## src/rtl/sc_frogger_pkg.sv

```systemverilog
// Shared definitions for the frogger game-status block: FSM state encoding
// and the event codes reported to the general state machine.
package sc_frogger_pkg;

    typedef enum logic [1:0] {
        ST_IDLE   = 2'b00,
        ST_PLAY   = 2'b01,
        ST_REPORT = 2'b10,
        ST_OVER   = 2'b11
    } state_e;

    typedef enum logic [1:0] {
        EV_WIN       = 2'b00,
        EV_LIFE_LOST = 2'b01,
        EV_LEVEL_UP  = 2'b10,
        EV_GAME_OVER = 2'b11
    } event_e;

    // True for the events after which the game waits for a new start press.
    function automatic logic ends_game(input event_e code);
        ends_game = (code == EV_WIN) || (code == EV_GAME_OVER);
    endfunction

endpackage

```

## src/rtl/sc_button_debounce.sv

```systemverilog
// Push-button conditioner: 2-FF synchronizer, stable-sample counter and a
// one-cycle pulse on each debounced press (active-low button).
module sc_button_debounce #(
    parameter int DEBOUNCE_CYCLES = 1000000
) (
    input  logic SC_STATEMACHINEGENERAL_CLOCK_50,
    input  logic SC_STATEMACHINEGENERAL_RESET_InHigh,
    input  logic srst,
    input  logic button_InLow,
    output logic press_OutHigh
);

    localparam int CNT_W = (DEBOUNCE_CYCLES > 1) ? $clog2(DEBOUNCE_CYCLES) : 1;
    localparam logic [CNT_W-1:0] CNT_LAST = CNT_W'(DEBOUNCE_CYCLES - 1);

    logic [1:0]       sync_r;
    logic [1:0]       sync_next_s;
    logic [CNT_W-1:0] cnt_r;
    logic [CNT_W-1:0] cnt_next_s;
    logic             db_r;
    logic             db_next_s;
    logic             press_r;
    logic             press_next_s;

    // Synchronizer, counter and debounced-level next-state logic.
    always_comb begin
        sync_next_s  = {sync_r[0], button_InLow};
        cnt_next_s   = {CNT_W{1'b0}};
        db_next_s    = db_r;
        press_next_s = 1'b0;
        if (srst) begin
            sync_next_s = 2'b11;
            db_next_s   = 1'b1;
        end else if (sync_r[1] != db_r) begin
            if (cnt_r == CNT_LAST) begin
                // Enough consecutive differing samples: adopt the new level.
                db_next_s    = sync_r[1];
                press_next_s = ~sync_r[1];
            end else begin
                cnt_next_s = cnt_r + {{(CNT_W-1){1'b0}}, 1'b1};
            end
        end else begin
            cnt_next_s = {CNT_W{1'b0}};
        end
    end

    // Debouncer state registers; released button is the idle level.
    always_ff @(posedge SC_STATEMACHINEGENERAL_CLOCK_50 or posedge SC_STATEMACHINEGENERAL_RESET_InHigh) begin
        if (SC_STATEMACHINEGENERAL_RESET_InHigh) begin
            sync_r  <= 2'b11;
            cnt_r   <= {CNT_W{1'b0}};
            db_r    <= 1'b1;
            press_r <= 1'b0;
        end else begin
            sync_r  <= sync_next_s;
            cnt_r   <= cnt_next_s;
            db_r    <= db_next_s;
            press_r <= press_next_s;
        end
    end

    assign press_OutHigh = press_r;

endmodule

```

## src/rtl/sc_frogger_status.sv

```systemverilog
// Frogger game-status responder: start conditioning, lives/level bookkeeping
// and req/ack event reporting towards the general state machine.
module sc_frogger_status
    import sc_frogger_pkg::*;
#(
    parameter int LIVES_INIT      = 3,
    parameter int LEVEL_MAX       = 7,
    parameter int DEBOUNCE_CYCLES = 1000000
) (
    input  logic       SC_STATEMACHINEGENERAL_CLOCK_50,
    input  logic       SC_STATEMACHINEGENERAL_RESET_InHigh,
    input  logic       clear_InLow,
    input  logic       startButton_InLow,
    input  logic       collision_InHigh,
    input  logic       arrival_InHigh,
    input  logic       ack_InHigh,
    output logic       start_OutHigh,
    output logic [1:0] lives_Out,
    output logic [2:0] level_Out,
    output logic       event_OutHigh,
    output logic [1:0] eventCode_Out
);

    localparam logic [1:0] LIVES_C = 2'(LIVES_INIT);
    localparam logic [2:0] LEVEL_C = 3'(LEVEL_MAX);

    state_e     state_r;
    state_e     state_next_s;
    logic [1:0] lives_r;
    logic [1:0] lives_next_s;
    logic [2:0] level_r;
    logic [2:0] level_next_s;
    logic       event_r;
    logic       event_next_s;
    event_e     code_r;
    event_e     code_next_s;
    logic       start_r;
    logic       start_next_s;
    logic       press_s;

    // The debouncer keeps running through a clear; only a hard reset idles it.
    sc_button_debounce #(
        .DEBOUNCE_CYCLES(DEBOUNCE_CYCLES)
    ) u_start_debounce (
        .SC_STATEMACHINEGENERAL_CLOCK_50    (SC_STATEMACHINEGENERAL_CLOCK_50),
        .SC_STATEMACHINEGENERAL_RESET_InHigh(SC_STATEMACHINEGENERAL_RESET_InHigh),
        .srst                               (1'b0),
        .button_InLow                       (startButton_InLow),
        .press_OutHigh                      (press_s)
    );

    // Game FSM next-state, lives/level and event request logic.
    always_comb begin
        state_next_s = state_r;
        lives_next_s = lives_r;
        level_next_s = level_r;
        event_next_s = event_r;
        code_next_s  = code_r;
        start_next_s = press_s;
        if (!clear_InLow) begin
            state_next_s = ST_IDLE;
            lives_next_s = LIVES_C;
            level_next_s = 3'd0;
            event_next_s = 1'b0;
            code_next_s  = EV_WIN;
            start_next_s = 1'b0;
        end else begin
            case (state_r)
                ST_IDLE: begin
                    if (press_s) begin
                        state_next_s = ST_PLAY;
                    end else begin
                        state_next_s = ST_IDLE;
                    end
                end
                ST_PLAY: begin
                    // Collision has priority; a simultaneous arrival is dropped.
                    if (collision_InHigh) begin
                        state_next_s = ST_REPORT;
                        event_next_s = 1'b1;
                        if (lives_r > 2'd1) begin
                            lives_next_s = lives_r - 2'd1;
                            code_next_s  = EV_LIFE_LOST;
                        end else begin
                            lives_next_s = 2'd0;
                            code_next_s  = EV_GAME_OVER;
                        end
                    end else if (arrival_InHigh) begin
                        state_next_s = ST_REPORT;
                        event_next_s = 1'b1;
                        if (level_r < LEVEL_C) begin
                            level_next_s = level_r + 3'd1;
                            code_next_s  = EV_LEVEL_UP;
                        end else begin
                            level_next_s = level_r;
                            code_next_s  = EV_WIN;
                        end
                    end else begin
                        state_next_s = ST_PLAY;
                    end
                end
                ST_REPORT: begin
                    if (ack_InHigh) begin
                        event_next_s = 1'b0;
                        if (ends_game(code_r)) begin
                            state_next_s = ST_OVER;
                        end else begin
                            state_next_s = ST_PLAY;
                        end
                    end else begin
                        state_next_s = ST_REPORT;
                    end
                end
                ST_OVER: begin
                    if (press_s) begin
                        state_next_s = ST_PLAY;
                        lives_next_s = LIVES_C;
                        level_next_s = 3'd0;
                    end else begin
                        state_next_s = ST_OVER;
                    end
                end
                default: begin
                    state_next_s = ST_IDLE;
                    event_next_s = 1'b0;
                end
            endcase
        end
    end

    // Game state and output registers.
    always_ff @(posedge SC_STATEMACHINEGENERAL_CLOCK_50 or posedge SC_STATEMACHINEGENERAL_RESET_InHigh) begin
        if (SC_STATEMACHINEGENERAL_RESET_InHigh) begin
            state_r <= ST_IDLE;
            lives_r <= LIVES_C;
            level_r <= 3'd0;
            event_r <= 1'b0;
            code_r  <= EV_WIN;
            start_r <= 1'b0;
        end else begin
            state_r <= state_next_s;
            lives_r <= lives_next_s;
            level_r <= level_next_s;
            event_r <= event_next_s;
            code_r  <= code_next_s;
            start_r <= start_next_s;
        end
    end

    assign start_OutHigh = start_r;
    assign lives_Out     = lives_r;
    assign level_Out     = level_r;
    assign event_OutHigh = event_r;
    assign eventCode_Out = code_r;

endmodule
```

## config.mk

```make
export PLATFORM = sky130hd
export DESIGN_NAME = sc_frogger_status
export DESIGN_NICKNAME = d
export VERILOG_FILES = /design/src/rtl/sc_frogger_pkg.sv /design/src/rtl/sc_button_debounce.sv /design/src/rtl/sc_frogger_status.sv
export SDC_FILE = /design/constraint.sdc
export NUM_CORES = 1
export LEC_CHECK = 0
export CAP_MARGIN = 5
export CORE_UTILIZATION = 60
export CTS_CLUSTER_DIAMETER = 80
export DETAILED_ROUTE_END_ITERATION = 7
export PLACE_DENSITY_LB_ADDON = 0.05
export SYNTH_ARGS = -nofsm -noshare
export SYNTH_HDL_FRONTEND = slang
export SYNTH_SLANG_ARGS = --single-unit
```

## constraint.sdc

```tcl
create_clock -name SC_STATEMACHINEGENERAL_CLOCK_50 -period 3.1 [get_ports SC_STATEMACHINEGENERAL_CLOCK_50]
set_input_delay 0.62 -clock SC_STATEMACHINEGENERAL_CLOCK_50 [delete_from_list [all_inputs] [get_ports SC_STATEMACHINEGENERAL_CLOCK_50]]
set_output_delay 0.62 -clock SC_STATEMACHINEGENERAL_CLOCK_50 [all_outputs]
set_load 0.02 [all_outputs]
```

Word level (Yosys, flattened, before mapping)
Index checks and enable logic that the tools add are counted.
{"block": "classes", "add_sub_neg": 3, "magnitude_cmp": 2, "eq_ne": 17, "muxes": 35, "bitwise_logic": 1, "n_reduce_logical": 8}
{"op": "2-to-1 mux 20 bit", "n": 2}
{"op": "2-to-1 mux 2 bit", "n": 16}
{"op": "adder 20 x 1 -> 20 bit (second input constant)", "n": 1}
{"op": "equality test 20 bit (second input constant)", "n": 1}
{"op": "2-to-1 mux 3 bit", "n": 5}
{"op": "inequality test 3 bit (second input constant)", "n": 5}
{"op": "inequality test 3 x 1 -> 1 bit (second input constant)", "n": 3}
{"op": "2-to-1 mux 1 bit", "n": 8}
{"op": "one-hot mux 2 bit (4 select lines)", "n": 1}
{"op": "equality test 2 bit (second input constant)", "n": 3}
{"op": "one-hot mux 3 bit (2 select lines)", "n": 1}
{"op": "AND reduction 3 bit", "n": 2}
{"op": "AND reduction 5 bit", "n": 1}
{"op": "logical NOT 2 bit", "n": 2}
{"op": "inequality test 4 bit (second input constant)", "n": 1}
{"op": "one-hot mux 2 bit (2 select lines)", "n": 1}
{"op": "AND reduction 2 bit", "n": 2}
{"op": "adder 3 x 1 -> 3 bit (second input constant)", "n": 1}
{"op": "< comparator 3 bit (second input constant)", "n": 1}
{"op": "inequality test 3 x 2 -> 1 bit (second input constant)", "n": 1}
{"op": "equality test 2 x 1 -> 1 bit (second input constant)", "n": 1}
{"op": "greater-than comparator 2 x 1 -> 1 bit (second input constant)", "n": 1}
{"op": "inequality test 2 x 1 -> 1 bit (second input constant)", "n": 1}
{"op": "one-hot mux 1 bit (2 select lines)", "n": 1}
{"op": "4 further kinds", "n": 4}
{"block": "word_totals", "ff_bits": 35, "in_bits": 7, "output_inout_bits": 9, "word_cells": 76}

Depth between registers and ports, before layout
{"block": "logic_depth", "ltp_word": 6, "depth_mapped": 7, "mapped_depth_nobuf": 5}

Modules after synthesis
From an unflattened synthesis, not the netlist that was laid out.
{"block": "hier_totals", "hier_cells": 186, "area_unflattened_um2": 1803.0}
{"module": "sc_button_debounce", "instances": 1, "cells_each": 117, "area_per_inst_um2": 1173.6, "seq_area_each_um2": 604.3}
{"module": "sc_frogger_status", "instances": 1, "cells_each": 69, "area_per_inst_um2": 629.4, "seq_area_each_um2": 277.8}

Worst setup path before layout
OpenSTA, ideal clock, no wires.
{"block": "synth_timing", "path_type": "register -> register", "startpoint": "register u_start_debounce.cnt_r[13]", "endpoint": "register u_start_debounce.cnt_r[10]", "setup_time_ps": 119, "t_arrival_ps": 1632, "required_ps": 2981, "path_slack_ps": 1350, "stages_incl_launch_ff": 7, "n_path_buf": 2, "synth_period_minus_slack_ps": 1750, "cell_sequence": "dfrtp_1 or4_1 nor4_2 a21bo_1 buf_6 buf_12 nor2_1"}
{"block": "synth_between", "elab_chain_len": 3}
{"element": "start, declared", "line_no": "sc_button_debounce.sv:18", "source": "logic [CNT_W-1:0] cnt_r;"}
{"element": "start signal, assigned", "line_no": "sc_button_debounce.sv:51", "source": "cnt_r <= {CNT_W{1'b0}};"}
{"element": "start signal, assigned", "line_no": "sc_button_debounce.sv:56", "source": "cnt_r <= cnt_next_s;"}
{"element": "equality test 20 bit", "line_no": "sc_button_debounce.sv:35", "source": "if (cnt_r == CNT_LAST) begin"}
{"element": "2-to-1 mux 20 bit", "line_no": "sc_button_debounce.sv:35"}
{"element": "2-to-1 mux 20 bit", "line_no": "sc_button_debounce.sv:34", "source": "end else if (sync_r[1] != db_r) begin"}
{"element": "named net u_start_debounce.cnt_next_s[10]", "line_no": "sc_button_debounce.sv:19", "source": "logic [CNT_W-1:0] cnt_next_s;"}
The timed path passes the listed nets, and every way through them passes these cells.
A chain may end at the register's enable or synchronous reset.

Worst setup path in the final report
{"block": "layout_timing", "startpoint": "register u_start_debounce.cnt_r[13]", "endpoint": "register u_start_debounce.cnt_r[12]"}
The elaborated chain is that of the path after synthesis.

==> results.cfg <==
[run_status]
status = completed

[timing]
fin_crit_sh_pct = 68.8
max_freq_mhz = 469
setup_viol = 0
final_hold_viol_count = 0
worst_pin_slew_ns = 0.767
layout_min_cycle_time_ns = 2.13
slew_headroom_pct = 48.8
maxSlewViolCount = 0
skew_ns = 0.00773
whs_ns = 0.369
rsz0062_at_grt = no
tns_ns = 0

[synth]
avgSynthCellArea_um2 = 10.1
netlist_area_um2 = 1750
synth-async-reset-ratio_pct = 100
syn-num-nets = 182
seq_area_frac_synth_pct = 50.3
synth-seq-cells = 35
synth.distinct_cells = 38
yosysWarnings = 0
synth_ff_type = dfrtp_1
synth_cells = 173
synth_edf_count = 0

[route]
vias = 1380
via_per_inst = 6.16
detail_route.wl_per_cell_um = 15.3
ant_nets = 0
wirelength_mm = 3.44
dr.pass1.iters = 5
drtIter0Drc = 62
drc_errors = 0

[global_route]
track_usage_pct = 24.2
grt_start_max_net_pins = 22
grt_pass1_wl_mm = 5.97
gr-total-overflow = 0
antenna_found_initial = 0
grt_pass1_vias = 1351

[final_layout]
area_delta_synth_final_pct = 12.1
n_antenna_cell = 0
final_cells = 224
nNetsFinal = 201
final_layout_size_suffix_gt1_share_pct = 9.33
fin_area_um2 = 1970

[clocking]
post_cts_buffers = 0
cts-root-buf = clkbuf_4
clk_latency_ns = 0.32
hold_buffers = 0
cts_resized = 0
cts.sinks = 35
htree_levels = 2
clk_path_buf_depth = 2
path_clk_slew_ns = 0.10
numCtsBuffers = 5
cts_tree = yes

[power]
power_density_nw_per_um2 = 379
power_frac_seq_pct = 63.2
switchingPower_w = 0.000174
internal_power_w = 0.000570
power.share.clock_pct = 31.0
ir_drop_mv = 0.393
p_leak_nw = 0.834
power_w = 0.000745
swShare_pct = 23.4
comb_power_share_pct = 5.8

[place]
io_buffers = 15
post-place-cells = 216
gp_congestion = 0.928
place_area_um2 = 1920
hpwl_mm = 2.50

[floorplanning]
die_h_um = 56.1
start_util_pct = 63.6
die-area_um2 = 3140
fp.dieW_um = 56.1
io_pins = 16
num_rows = 19
core_area_um2 = 2760

[worst_setup_path]
path_max_fanout = 19
required_ns = 3.28
r2r_start = u_start_debounce.cnt_r[13]
endpoint = u_start_debounce.cnt_r[12]
cp.arrival_ns = 2.31
reg2regPathDepth = 4
cp-end-kind = flip-flop
r2r_slack_ns = 0.97
cp-start-kind = flip-flop
rr_endpoint = u_start_debounce.cnt_r[12]
critPathKind = reg2reg
crit_start = u_start_debounce.cnt_r[13]

[flow_run]
timing.max_cap.violations = 0

[worst_hold_path]
hold_class = reg2reg
==> power groups by stage <==
stage | combinational [W] | clock [W] | sequential (W)
CTS | 0.0000441 | 0.000240 | 0.000470
global route | 0.0000485 | 0.000253 | 0.000472
floorplan | 0.0000262 | 0 | 0.000479
global placement | 0.0000422 | 0 | 0.000478
detailed placement | 0.0000439 | 0 | 0.000479
finish | 0.0000432 | 0.000231 | 0.000471
==> kinds of logic (layout without fill, tap and decap cells) <==
group / Yosys count / after routing / share of synthesized area, %
AOI/OAI and AO/OA: 26 / 26 / 9.84
xor gates and xnor gates: 16 / 16 / 7.99
adders and majority gates: 2 / 2 / 1.43
buffers and inverters: 9 / 29 / 3.28
DFF: 35 / 35 / 50.3
muxes: 1 / 1 / 0.856
and+or+nand+nor: 84 / 84 / 26.3
==> synth_stat cells (2+ instances only) <==
master / number / area (um2)
a21boi_0: 2 / 15.0
a21oi_1: 7 / 35.0
a31o_2: 2 / 17.5
and2_1: 3 / 18.8
and4_1: 2 / 17.5
clkbuf_1: 3 / 11.3
dfrtp_1: 30 / 751
dfstp_2: 5 / 131
ha_1: 2 / 25.0
inv_1: 4 / 15.0
nand2_1: 15 / 56.3
nand3_1: 9 / 45.0
nand3b_1: 3 / 22.5
nand4_1: 8 / 50.1
nor2_1: 19 / 71.3
nor2b_1: 4 / 25.0
nor3_1: 2 / 10.0
nor3b_1: 3 / 22.5
nor4_1: 4 / 25.0
o211a_1: 2 / 20.0
o21a_1: 2 / 15.0
o21ai_0: 6 / 30.0
o31ai_1: 3 / 22.5
or4_1: 5 / 37.5
xnor2_1: 8 / 70.1
xor2_1: 8 / 70.1
==> worst min path at each step <==
stage                          startpoint                         end  slack [ns]  depth (start not counted)
2_1_floorplan  u_start_debounce.sync_r[0]  u_start_debounce.sync_r[1]        0.35                          0
3_3_place_gp   u_start_debounce.sync_r[0]  u_start_debounce.sync_r[1]        0.35                          0
3_5_place_dp   u_start_debounce.sync_r[0]  u_start_debounce.sync_r[1]        0.35                          0
4_1_cts        u_start_debounce.sync_r[0]  u_start_debounce.sync_r[1]        0.37                          0
5_1_grt        u_start_debounce.sync_r[0]  u_start_debounce.sync_r[1]        0.37                          0
6_report       u_start_debounce.sync_r[0]  u_start_debounce.sync_r[1]        0.37                          0
==> metrics by stage <==
stage | util (%) | setup WS [ns]
3_3_place_gp | 69.5 | 0.991
5_1_grt | 71.3 | 0.871
4_1_cts | 71.3 | 0.961
6_report | 71.3 | 0.968
2_1_floorplan | - | 1.35
3_5_place_dp | 69.5 | 0.950
==> final cells by class <==
class,count,area (um2)
Fill cell,224,792
Clock buffer,7,45.0
Tap cell,31,38.8
Inverter,4,15.0
Timing Repair Buffer,17,165
Sequential cell,35,882
Multi-Input combinational cell,129,815
Clock inverter,1,5.00
==> critical path, stage by stage, from the launching register on <==
cell and delay (ns):
dfrtp_1 0.44, or4_1 0.56, nor4_2 0.33, a21bo_1 0.53, nor2_1 0.13
==> flip-flops by register name, indices dropped and copies added, names as in the netlist, 2 cells and up <==
name,cells
lives_Out,2
eventCode_Out,2
state_r,2
u_start_debounce.sync_r,2
u_start_debounce.cnt_r,20
level_Out,3
==> per-layer routing <==
metal	routed length, um	part of all wire (%)	GRT usage, %	up-vias
met2	1690	49	36.7	34
met4	39	1.1	8.71	0
li1	-	-	-	657
met5	0	0	0	-
met3	121	3.5	5.35	6
met1	1590	46	34.4	683
==> placed cells by master (no fill, tap or decap), types with 3 or more instances in the layout <==
cell type        Yosys  routed
dfrtp_1             30      30
nor2_1              19      19
nand2_1             15      15
clkdlybuf4s50_1      0      15
nand3_1              9       9
nand4_1              8       8
xor2_1               8       8
xnor2_1              8       8
a21oi_1              7       7
o21ai_0              6       6
or4_1                5       5
clkbuf_4             0       5
dfstp_2              5       5
inv_1                4       4
nor2b_1              4       4
nor4_1               4       4
nor3b_1              3       3
and2_1               3       3
nand3b_1             3       3
o31ai_1              3       3
Note: power is estimated with default switching activity, not from simulation.
